===== src/rtl/mem_port_arbiter_if.sv =====
// Request/response bundle between the IF/LS requesters, the arbiter and the external memory port.
// The master modport is the arbiter's view; slave is the requester/memory side.
interface mem_port_arbiter_if #(
    parameter int AW = 32,
    parameter int DW = 32
);
    logic              if_req_valid;
    logic              if_req_ready;
    logic [AW-1:0]     if_req_addr;
    logic              if_resp_valid;
    logic [DW-1:0]     if_resp_data;

    logic              ls_req_valid;
    logic              ls_req_ready;
    logic [AW-1:0]     ls_req_addr;
    logic              ls_req_wen;
    logic [DW-1:0]     ls_req_wdata;
    logic [DW/8-1:0]   ls_req_wmask;
    logic              ls_resp_valid;
    logic [DW-1:0]     ls_resp_data;

    logic              mem_req_valid;
    logic              mem_req_ready;
    logic [AW-1:0]     mem_req_addr;
    logic              mem_req_wen;
    logic [DW-1:0]     mem_req_wdata;
    logic [DW/8-1:0]   mem_req_wmask;
    logic              mem_resp_valid;
    logic [DW-1:0]     mem_resp_data;

    modport master (
        input  if_req_valid, if_req_addr,
        input  ls_req_valid, ls_req_addr, ls_req_wen, ls_req_wdata, ls_req_wmask,
        input  mem_req_ready, mem_resp_valid, mem_resp_data,
        output if_req_ready, if_resp_valid, if_resp_data,
        output ls_req_ready, ls_resp_valid, ls_resp_data,
        output mem_req_valid, mem_req_addr, mem_req_wen, mem_req_wdata, mem_req_wmask
    );

    modport slave (
        output if_req_valid, if_req_addr,
        output ls_req_valid, ls_req_addr, ls_req_wen, ls_req_wdata, ls_req_wmask,
        output mem_req_ready, mem_resp_valid, mem_resp_data,
        input  if_req_ready, if_resp_valid, if_resp_data,
        input  ls_req_ready, ls_resp_valid, ls_resp_data,
        input  mem_req_valid, mem_req_addr, mem_req_wen, mem_req_wdata, mem_req_wmask
    );
endinterface


===== src/rtl/mem_port_arbiter.sv =====
// Shares one memory port between instruction fetch (IF) and load/store (LS), one transaction in flight.
// Define MEM_ARB_RR_EN for round-robin arbitration; default is fixed LS-over-IF priority.
module mem_port_arbiter #(
    parameter int AW      = 32,
    parameter int DW      = 32,
    parameter int TIMEOUT = 255
) (
    input  logic                clk,
    input  logic                rst,
    mem_port_arbiter_if.master  bus,
    output logic                err
);
    localparam int CW = $clog2(TIMEOUT + 1);
    localparam logic [CW-1:0] TIMEOUT_CNT = CW'(TIMEOUT);
    localparam logic OWNER_IF = 1'b0;
    localparam logic OWNER_LS = 1'b1;

    typedef enum logic [1:0] {
        ST_IDLE,
        ST_ISSUE,
        ST_WAIT
    } state_t;

    state_t            state_reg;
    logic              owner_reg;
    logic [AW-1:0]     addr_reg;
    logic              wen_reg;
    logic [DW-1:0]     wdata_reg;
    logic [DW/8-1:0]   wmask_reg;
    logic              mem_req_valid_reg;
    logic [CW-1:0]     cnt_reg;

    logic              grant_ls;
    logic              grant_if;
    logic              in_idle;
    logic              in_wait;
    logic              timeout_hit;
    logic              resp_fire;
    logic [DW-1:0]     resp_data;

`ifdef MEM_ARB_RR_EN
    // Last-grant pointer: 1 = LS won the previous accept. Ties go to the other side.
    logic last_ls_reg;

    always_comb begin
        grant_ls = bus.ls_req_valid && (!bus.if_req_valid || !last_ls_reg);
        grant_if = bus.if_req_valid && !grant_ls;
    end

    always_ff @(posedge clk) begin
        if (rst) begin
            last_ls_reg <= 1'b0;
        end else if (in_idle && (grant_ls || grant_if)) begin
            last_ls_reg <= grant_ls;
        end
    end
`else
    assign grant_ls = bus.ls_req_valid;
    assign grant_if = bus.if_req_valid && !bus.ls_req_valid;
`endif

    assign in_idle = (state_reg == ST_IDLE);
    assign in_wait = (state_reg == ST_WAIT);

    assign bus.ls_req_ready = in_idle && grant_ls;
    assign bus.if_req_ready = in_idle && grant_if;

    // A real response in the final WAIT cycle takes precedence over the abort.
    assign timeout_hit = in_wait && !bus.mem_resp_valid && (cnt_reg == TIMEOUT_CNT);
    assign resp_fire   = in_wait && (bus.mem_resp_valid || timeout_hit);
    assign resp_data   = bus.mem_resp_valid ? bus.mem_resp_data : '0;
    assign err         = timeout_hit;

    assign bus.if_resp_valid = resp_fire && (owner_reg == OWNER_IF);
    assign bus.ls_resp_valid = resp_fire && (owner_reg == OWNER_LS);
    assign bus.if_resp_data  = bus.if_resp_valid ? resp_data : '0;
    assign bus.ls_resp_data  = bus.ls_resp_valid ? resp_data : '0;

    assign bus.mem_req_valid = mem_req_valid_reg;
    assign bus.mem_req_addr  = addr_reg;
    assign bus.mem_req_wen   = wen_reg;
    assign bus.mem_req_wdata = wdata_reg;
    assign bus.mem_req_wmask = wmask_reg;

    always_ff @(posedge clk) begin
        if (rst) begin
            state_reg         <= ST_IDLE;
            owner_reg         <= OWNER_IF;
            addr_reg          <= '0;
            wen_reg           <= 1'b0;
            wdata_reg         <= '0;
            wmask_reg         <= '0;
            mem_req_valid_reg <= 1'b0;
            cnt_reg           <= '0;
        end else begin
            case (state_reg)
                ST_IDLE: begin
                    if (grant_ls) begin
                        addr_reg          <= bus.ls_req_addr;
                        wen_reg           <= bus.ls_req_wen;
                        wdata_reg         <= bus.ls_req_wdata;
                        wmask_reg         <= bus.ls_req_wmask;
                        owner_reg         <= OWNER_LS;
                        mem_req_valid_reg <= 1'b1;
                        state_reg         <= ST_ISSUE;
                    end else if (grant_if) begin
                        addr_reg          <= bus.if_req_addr;
                        wen_reg           <= 1'b0;
                        wdata_reg         <= '0;
                        wmask_reg         <= '0;
                        owner_reg         <= OWNER_IF;
                        mem_req_valid_reg <= 1'b1;
                        state_reg         <= ST_ISSUE;
                    end
                end
                ST_ISSUE: begin
                    if (bus.mem_req_ready) begin
                        mem_req_valid_reg <= 1'b0;
                        cnt_reg           <= '0;
                        state_reg         <= ST_WAIT;
                    end
                end
                ST_WAIT: begin
                    if (bus.mem_resp_valid || timeout_hit) begin
                        state_reg <= ST_IDLE;
                    end else begin
                        cnt_reg <= cnt_reg + CW'(1);
                    end
                end
                default: begin
                    state_reg         <= ST_IDLE;
                    mem_req_valid_reg <= 1'b0;
                end
            endcase
        end
    end
endmodule

===== src/flat_wrapper.sv =====
// flat-port wrapper written by rule: the top's interface ports become plain ports
module mem_port_arbiter_flat 
#(
    parameter int AW      = 32,
    parameter int DW      = 32,
    parameter int TIMEOUT = 255
)
  (clk, rst, err, bus_if_req_valid, bus_if_req_addr, bus_ls_req_valid, bus_ls_req_addr, bus_ls_req_wen, bus_ls_req_wdata, bus_ls_req_wmask, bus_mem_req_ready, bus_mem_resp_valid, bus_mem_resp_data, bus_if_req_ready, bus_if_resp_valid, bus_if_resp_data, bus_ls_req_ready, bus_ls_resp_valid, bus_ls_resp_data, bus_mem_req_valid, bus_mem_req_addr, bus_mem_req_wen, bus_mem_req_wdata, bus_mem_req_wmask);
  mem_port_arbiter_if #(.AW(AW), .DW(DW)) bus_i ();
  input  logic clk;
  input  logic rst;
  output logic err;
  input wire logic [$bits(bus_i.if_req_valid)-1:0] bus_if_req_valid;
  input wire logic [$bits(bus_i.if_req_addr)-1:0] bus_if_req_addr;
  input wire logic [$bits(bus_i.ls_req_valid)-1:0] bus_ls_req_valid;
  input wire logic [$bits(bus_i.ls_req_addr)-1:0] bus_ls_req_addr;
  input wire logic [$bits(bus_i.ls_req_wen)-1:0] bus_ls_req_wen;
  input wire logic [$bits(bus_i.ls_req_wdata)-1:0] bus_ls_req_wdata;
  input wire logic [$bits(bus_i.ls_req_wmask)-1:0] bus_ls_req_wmask;
  input wire logic [$bits(bus_i.mem_req_ready)-1:0] bus_mem_req_ready;
  input wire logic [$bits(bus_i.mem_resp_valid)-1:0] bus_mem_resp_valid;
  input wire logic [$bits(bus_i.mem_resp_data)-1:0] bus_mem_resp_data;
  output wire logic [$bits(bus_i.if_req_ready)-1:0] bus_if_req_ready;
  output wire logic [$bits(bus_i.if_resp_valid)-1:0] bus_if_resp_valid;
  output wire logic [$bits(bus_i.if_resp_data)-1:0] bus_if_resp_data;
  output wire logic [$bits(bus_i.ls_req_ready)-1:0] bus_ls_req_ready;
  output wire logic [$bits(bus_i.ls_resp_valid)-1:0] bus_ls_resp_valid;
  output wire logic [$bits(bus_i.ls_resp_data)-1:0] bus_ls_resp_data;
  output wire logic [$bits(bus_i.mem_req_valid)-1:0] bus_mem_req_valid;
  output wire logic [$bits(bus_i.mem_req_addr)-1:0] bus_mem_req_addr;
  output wire logic [$bits(bus_i.mem_req_wen)-1:0] bus_mem_req_wen;
  output wire logic [$bits(bus_i.mem_req_wdata)-1:0] bus_mem_req_wdata;
  output wire logic [$bits(bus_i.mem_req_wmask)-1:0] bus_mem_req_wmask;
  assign bus_i.if_req_valid = bus_if_req_valid;
  assign bus_i.if_req_addr = bus_if_req_addr;
  assign bus_i.ls_req_valid = bus_ls_req_valid;
  assign bus_i.ls_req_addr = bus_ls_req_addr;
  assign bus_i.ls_req_wen = bus_ls_req_wen;
  assign bus_i.ls_req_wdata = bus_ls_req_wdata;
  assign bus_i.ls_req_wmask = bus_ls_req_wmask;
  assign bus_i.mem_req_ready = bus_mem_req_ready;
  assign bus_i.mem_resp_valid = bus_mem_resp_valid;
  assign bus_i.mem_resp_data = bus_mem_resp_data;
  assign bus_if_req_ready = bus_i.if_req_ready;
  assign bus_if_resp_valid = bus_i.if_resp_valid;
  assign bus_if_resp_data = bus_i.if_resp_data;
  assign bus_ls_req_ready = bus_i.ls_req_ready;
  assign bus_ls_resp_valid = bus_i.ls_resp_valid;
  assign bus_ls_resp_data = bus_i.ls_resp_data;
  assign bus_mem_req_valid = bus_i.mem_req_valid;
  assign bus_mem_req_addr = bus_i.mem_req_addr;
  assign bus_mem_req_wen = bus_i.mem_req_wen;
  assign bus_mem_req_wdata = bus_i.mem_req_wdata;
  assign bus_mem_req_wmask = bus_i.mem_req_wmask;
  mem_port_arbiter #(.AW(AW), .DW(DW), .TIMEOUT(TIMEOUT)) u_core (.clk(clk), .rst(rst), .bus(bus_i), .err(err));
endmodule

===== config.mk =====
export PLATFORM = sky130hd
export DESIGN_NAME = mem_port_arbiter_flat
export DESIGN_NICKNAME = d
export VERILOG_FILES = /design/src/rtl/mem_port_arbiter_if.sv /design/src/rtl/mem_port_arbiter.sv /design/src/flat_wrapper.sv
export SDC_FILE = /design/constraint.sdc
export NUM_CORES = 1
export LEC_CHECK = 0
export ABC_AREA = 1
export BUFFER_PORTS_ARGS = -buffer_cell sky130_fd_sc_hd__buf_2
export CAP_MARGIN = 5
export CORE_AREA = 2 2 109 111
export DETAILED_ROUTE_END_ITERATION = 10
export DIE_AREA = 0 0 111 113
export GPL_TIMING_DRIVEN = 1
export PLACE_DENSITY = 0.81
export SYNTH_ARGS = -nofsm -noshare
export SYNTH_HDL_FRONTEND = slang
export SYNTH_SLANG_ARGS = --single-unit

===== constraint.sdc =====
create_clock -name clk -period 2.3 [get_ports clk]
set_clock_uncertainty 0.2 [all_clocks]
set_input_delay 0.115 -clock clk [delete_from_list [all_inputs] [get_ports clk]]
set_output_delay 0.115 -clock clk [all_outputs]
set_load 0.01 [all_outputs]

==> results of run 1 <==
## tightest hold or removal path, cell delays in order
cell and delay, ns:
buf_2 0.08, inv_1 0.17, nand2_1 0.12, nor2_1 0.04
## routing by layer
layer / track usage / vias up
met5: 0 / -
met4: 0.148 / 0
met3: 0.0573 / 52
met2: 0.468 / 299
met1: 0.254 / 2472
li1: - / 2677
## power groups by stage
stage,sequential [mW],combinational (mW),clock [mW]
floorplan,1.67,0.367,0
global placement,1.61,0.703,0
detailed placement,1.61,0.713,0
CTS,1.59,0.874,1.64
global route,1.61,1.00,1.69
finish,1.60,0.921,1.61
## cells in the final DEF (no fill, tap or decap), drive strengths merged
cell	netlist	layout
bufinv	0	2
a21oi	109	109
clkinvlp	0	2
clkinv	0	1
o21ai	37	37
nor2	56	56
clkbuf	13	9
buf	32	286
dlygate4sd3	0	104
nor3b	1	1
diode	0	2
nand3	73	73
nand2	106	106
dfxtp	81	81
inv	113	119
ha	1	1
a22oi	1	1
## worst max-delay path by stage
stage	from	slack (ns)	end	cells past startpoint
final	u_core.cnt_reg[0]	0.04	bus_ls_resp_data[3]	10
after global routing	u_core.cnt_reg[0]	-0.06	bus_if_resp_data[2]	10
after CTS	u_core.cnt_reg[1]	0.007	bus_ls_resp_data[17]	10
after detailed placement	u_core.cnt_reg[0]	0.21	bus_ls_resp_data[13]	10
after global placement	u_core.cnt_reg[0]	0.26	bus_if_resp_data[1]	10
after floorplan	u_core.cnt_reg[0]	0.61	bus_if_resp_data[22]	10
## cells in the mapped netlist (all sizes together)
cell type and n:
inv 113, a21oi 109, nand2 106, dfxtp 81, nand3 73, nor2 56
o21ai 37, buf 32, clkbuf 13, a22oi 1, ha 1, nor3b 1
## cell families (layout without fill, tap and decap cells)
kind of cell / count (synthesis) / after routing / synth area share
AND/OR/NAND/NOR: 236 / 236 / 0.246
flip-flops: 81 / 81 / 0.393
AO/OA/AOI/OAI: 147 / 147 / 0.180
buffers and inverters: 158 / 523 / 0.178
other: 0 / 2 / 0
adder cells (fa/ha/maj): 1 / 1 / 0.00304
## final cells by class
cell class	instances	area share
multi-input combinational	384	0.262
timing repair inverter	4	0.00393
clock buffer	9	0.0322
timing repair buffer	390	0.365
antenna	2	0.000715
tap	143	0.0256
sequential	81	0.232
clock inverter	7	0.0156
inverter	113	0.0620
## timing repair
item / CTS / global route
pin swaps: 1 / 6
buffers inserted: 0 / 2
endpoints found under the setup margin: 66 / 64
cloned: 4 / 0
hold buffers: 104 / 0
gates resized for setup: 12 / 18
endpoints found under the hold margin: 74 / 0
## through the flow
stage                     area (µm²)   util  hold slack, ns  TNS, ns
after global placement          5470  0.485           0.170        0
after global routing            7000  0.621          0.0850   -0.896
after floorplan                 4120      -          0.0624        0
final                           7000  0.621          0.0380        0
after CTS                       6910  0.613          0.0453        0
after detailed placement        5470  0.485           0.173        0
==> impl_metrics.env, run 1 <==
export IMPL_highest_layer="met4"
export IMPL_postRouteAntennaNets=0
export IMPL_clkTransAtPathRegs_ns=0.06
export IMPL_ioPinCount=278
export IMPL_hold_viol=0
export IMPL_die_area_um2=12500
export IMPL_wl_met3_um=1330
export IMPL_drive_gt1_frac=0.340
export IMPL_design_power_total_mw=4.12
export IMPL_cp_cell_sequence="ha_4, nand2_4, nor2_4, nand2_2, a21oi_4, nand2_4, clkinvlp_4, nand3_2, inv_2, buf_6"
export IMPL_vias_per_cell=4.85
export IMPL_finalSetupViolCount=0
export IMPL_start_util=0.366
export IMPL_worstReg2RegStart="u_core.cnt_reg[0]"
export IMPL_clkPwrFrac=0.390
export IMPL_postSynthAreaPerCell_um2=6.62
export IMPL_first_pass_iters=4
export IMPL_cts_sinks=81
export IMPL_pwr_share_comb=0.223
export IMPL_min_from="rst"
export IMPL_core_area_um2=11300
export IMPL_whs_endpoint="u_core.cnt_reg[7]"
export IMPL_synth_top_area_frac=0.393
export IMPL_drt_wirelength_per_cell_um=14.3
export IMPL_worst_setup_path_start_kind="flip-flop"
export IMPL_rsz0062_at_grt="true"
export IMPL_multi_input_area_um2=1840
export IMPL_path_class="flip-flop to output port"
export IMPL_synth_fp_nets=763
export IMPL_fillers=914
export IMPL_synth_area_leaders="dfxtp_1 39%, a21oi_1 13%, inv_1 9.7%"
export IMPL_place_gp_congestion=0.829
export IMPL_final_seq_area_um2=1630
export IMPL_worst_slack_ns=0.0406
export IMPL_worstHoldPathCells=4
export IMPL_ir_worst_vdd_mv=0.388
export IMPL_cp_num_buf_inv=3
export IMPL_overflow=0
export IMPL_finalNetCount=1123
export IMPL_cp_required_ns=1.99
export IMPL_drc=0
export IMPL_dr_total_vias=5500
export IMPL_track_usage=0.250
export IMPL_cts_root_buffer="clkbuf_16"
export IMPL_worstPathArrival_ns=1.94
export IMPL_h_tree_depth=3
export IMPL_tightest_slew_ns=0.625
export IMPL_drt_initial_drc_count=313
export IMPL_r2r_end="u_core.cnt_reg[2]"
export IMPL_fmax_mhz=443
export IMPL_reg2reg_slack_ns=0.50
export IMPL_switching_share=0.290
export IMPL_cts_buffer_depth=2
export IMPL_status="finished, final reports clean"
export IMPL_netlist_cell_type_count=24
export IMPL_portBuffers=277
export IMPL_mappedNetlistArea_um2=4120
export IMPL_timing_final_crit_period_ns=2.26
export IMPL_wl_met1_um=5860
export IMPL_grt_start_max_net_pins=67
export IMPL_route_met2_wl_um=8350
export IMPL_rows=39
export IMPL_period_share=0.982
export IMPL_synthCells=623
export IMPL_drv_cap=0
export IMPL_fin_cells=1133
export IMPL_dp_hpwl_um=9260
export IMPL_critPathTopFamily="simple AND/OR/NAND/NOR gates"
export IMPL_reg2regPathDepth=9
export IMPL_final_max_slew_viol_count=0
export IMPL_seq_area_frac_synth=0.393
export IMPL_p_per_area_nw_per_um2=589
export IMPL_antenna_found_initial=2
export IMPL_cts_tree="done"
export IMPL_end_kind="output port"
export IMPL_critPathMaxFanout=8
export IMPL_clk_insertion_delay_late_ns=0.33
export IMPL_p_leak_nw=4.02
export IMPL_cts_buffers=9
export IMPL_cpMaxStageDelayCell="dfxtp_4"
export IMPL_synth_top_cell_by_area="dfxtp_1"
export IMPL_place_inst=1005
export IMPL_p_sw_mw=1.20
export IMPL_yosys_warnings=0
export IMPL_grt_pass1_vias=5345
export IMPL_p_int_mw=2.93
export IMPL_hold_class="primary input to flip-flop"
export IMPL_pre_cts_ws_ns=0.215
export IMPL_slew_headroom=0.584
export IMPL_grt_pass1_wl_um=25400
export IMPL_fp_dieH_um=113
export IMPL_ys_ff_latch=81
export IMPL_path_common_cell="nand2_4"
export IMPL_routed_wl_um=16300
export IMPL_power_frac_seq=0.387
export IMPL_area_growth_pct=69.8
export IMPL_critPathMaxStageDelay_ns=0.37
export IMPL_dieWidth_um=111
No activity file was read; power rests on OpenSTA's default activity.
==> inputs of run 2 (changes only) <==
PLACE_DENSITY = 0.83   (was 0.81)
==> run 2 against run 1 <==
Net effect:
- register-to-register slack better by 0.02 ns
- design area is 2.0% higher
- total power is 2.9% lower
- flip-flop and latch count stayed put
- via count is 0.40% higher
- worst hold slack worse by 0.0083 ns
- critical path depth is 1 higher
- first-iteration DRC count is 27% higher
- die area stayed put
==> impl_metrics.env, run 2 (synthesis gave the netlist of run 1 again) <==
export IMPL_cp_startpoint="u_core.cnt_reg[0]"
export IMPL_drive_gt1_frac=0.360
export IMPL_r2r_end="u_core.cnt_reg[0]"
export IMPL_p_per_area_nw_per_um2=561
export IMPL_final_setup_tns_ns=0
export IMPL_vias_per_cell=4.87
export IMPL_die_area_um2=12500
export IMPL_drt_initial_drc_count=399
export IMPL_fp_dieH_um=113
export IMPL_ioPinCount=278
export IMPL_critPathMaxFanout=8
export IMPL_dp_hpwl_um=9620
export IMPL_fmax_mhz=436
export IMPL_ir_worst_vdd_mv=0.335
export IMPL_finalSetupViolCount=0
export IMPL_postRouteAntennaNets=0
export IMPL_overflow=0
export IMPL_design_power_total_mw=4.01
export IMPL_cts_buffer_depth=2
export IMPL_cts_tree="done"
export IMPL_fillers=880
export IMPL_antenna_found_initial=1
export IMPL_tightest_slew_ns=0.661
export IMPL_path_class="flip-flop to output port"
export IMPL_grt_start_max_net_pins=67
export IMPL_track_usage=0.240
export IMPL_dieWidth_um=111
export IMPL_period_share=0.998
export IMPL_worstReg2RegStart="u_core.cnt_reg[0]"
export IMPL_cp_required_ns=1.99
export IMPL_place_gp_congestion=0.940
export IMPL_cts_buffers=9
export IMPL_worstPathArrival_ns=1.98
export IMPL_h_tree_depth=3
export IMPL_fin_cells=1134
export IMPL_timing_final_crit_period_ns=2.30
export IMPL_grt_pass1_vias=5295
export IMPL_hold_viol=0
export IMPL_reg2regPathDepth=9
export IMPL_place_inst=1006
export IMPL_status="finished, final reports clean"
export IMPL_drc=0
export IMPL_portBuffers=277
export IMPL_hold_class="primary input to flip-flop"
export IMPL_final_max_slew_viol_count=0
export IMPL_finalNetCount=1125
export IMPL_crit_path_end="bus_ls_resp_data[25]"
export IMPL_start_util=0.366
export IMPL_end_kind="output port"
export IMPL_clk_insertion_delay_late_ns=0.33
export IMPL_grt_pass1_wl_um=24500
export IMPL_core_area_um2=11300
export IMPL_whs_ns=0.0297
export IMPL_layout_commonest_cell="buf_2"
export IMPL_rsz0062_at_grt="true"
export IMPL_final_cell_mix="266 x buf_2, 108 x a21oi_1, 103 x dlygate4sd3_1"
export IMPL_drt_wirelength_per_cell_um=14.6
export IMPL_dr_total_vias=5522
export IMPL_first_pass_iters=5
export IMPL_utilization=0.633
export IMPL_slew_headroom=0.560
export IMPL_p_leak_nw=4.04
export IMPL_worst_setup_path_start_kind="flip-flop"
export IMPL_rows=39
export IMPL_cts_sinks=81
export IMPL_area_growth_pct=73.2
export IMPL_reg2reg_slack_ns=0.52
export IMPL_drv_cap=0
export IMPL_cts_root_buffer="clkbuf_16"
export IMPL_clkTransAtPathRegs_ns=0.07
export IMPL_routed_wl_um=16500
-- run 2: cell types whose count changed in the layout (fill, tap and decap cells not counted), moves of 4 or more --
cell	before	now
nand3_1	67	56
clkinv_4	1	5
nand3_2	6	17
buf_2	273	266
buf_6	4	13
inv_2	8	14
inv_1	103	97
-- run 2: worst min-delay path by stage --
stage / to / cells past startpoint / from
final: u_core.bus.mem_req_addr[28] / 5 / bus_if_req_addr[28]
after global placement: u_core.bus.mem_req_wdata[20] / 3 / bus_ls_req_wdata[20]
after CTS: u_core.bus.mem_req_addr[28] / 5 / bus_if_req_addr[28]
after detailed placement: u_core.bus.mem_req_wen / 3 / bus_ls_req_wen
after global routing: u_core.bus.mem_req_addr[28] / 5 / bus_if_req_addr[28]
after floorplan: u_core.bus.mem_req_wdata[0] / 2 / bus_ls_req_wdata[0]
-- run 2: repair_timing --
item	4_1_cts	5_1_grt
hold endpoints to repair	74	0
endpoints found under the setup margin	57	63
resized for setup	3	54
hold buffers	103	0
pin swaps	0	4
gates cloned	0	5
setup buffers	3	0
-- run 2: critical path, stage by stage, from the launching register on --
cell and delay [ns]:
dfxtp_4 0.37, ha_4 0.15, nand2_4 0.06, nor2_4 0.16
nand2_4 0.08, a21oi_4 0.18, nand2_2 0.08, clkinv_4 0.11
clkbuf_16 0.17, nand3_2 0.07, inv_2 0.11, buf_6 0.11
-- run 2: stage by stage --
stage / setup slack [ns] / instance area, µm²
2_1_floorplan: 0.614 / 4120
3_3_place_gp: 0.305 / 5490
3_5_place_dp: 0.230 / 5490
4_1_cts: 0.00852 / 6860
5_1_grt: -0.0957 / 7140
6_report: 0.00434 / 7140
-- run 2: area by class of cell --
type | instances | area, µm² | area share
Clock buffer | 9 | 225 | 0.0315
Timing Repair Buffer | 394 | 2680 | 0.376
Clock inverter | 7 | 85.1 | 0.0119
Inverter | 113 | 434 | 0.0608
Antenna cell | 1 | 2.50 | 0.000351
Timing Repair inverter | 2 | 15.0 | 0.00210
Tap cell | 143 | 179 | 0.0251
Sequential cell | 81 | 1630 | 0.228
Multi-Input combinational cell | 384 | 1890 | 0.264
-- run 2: report_power, final --
part	leakage [nW]	switching [mW]	internal, mW
clock	0.153	0.626	0.864
combinational	3.22	0.491	0.428
sequential	0.668	0.0721	1.52
-- run 2: per-layer routing --
metal | global-route usage | wire (µm) | up-vias
li1 | - | - | 2685
met1 | 0.247 | 5970 | 2484
met2 | 0.433 | 8410 | 298
met3 | 0.0686 | 1350 | 55
met4 | 0.149 | 811 | 0
met5 | 0 | 0 | -
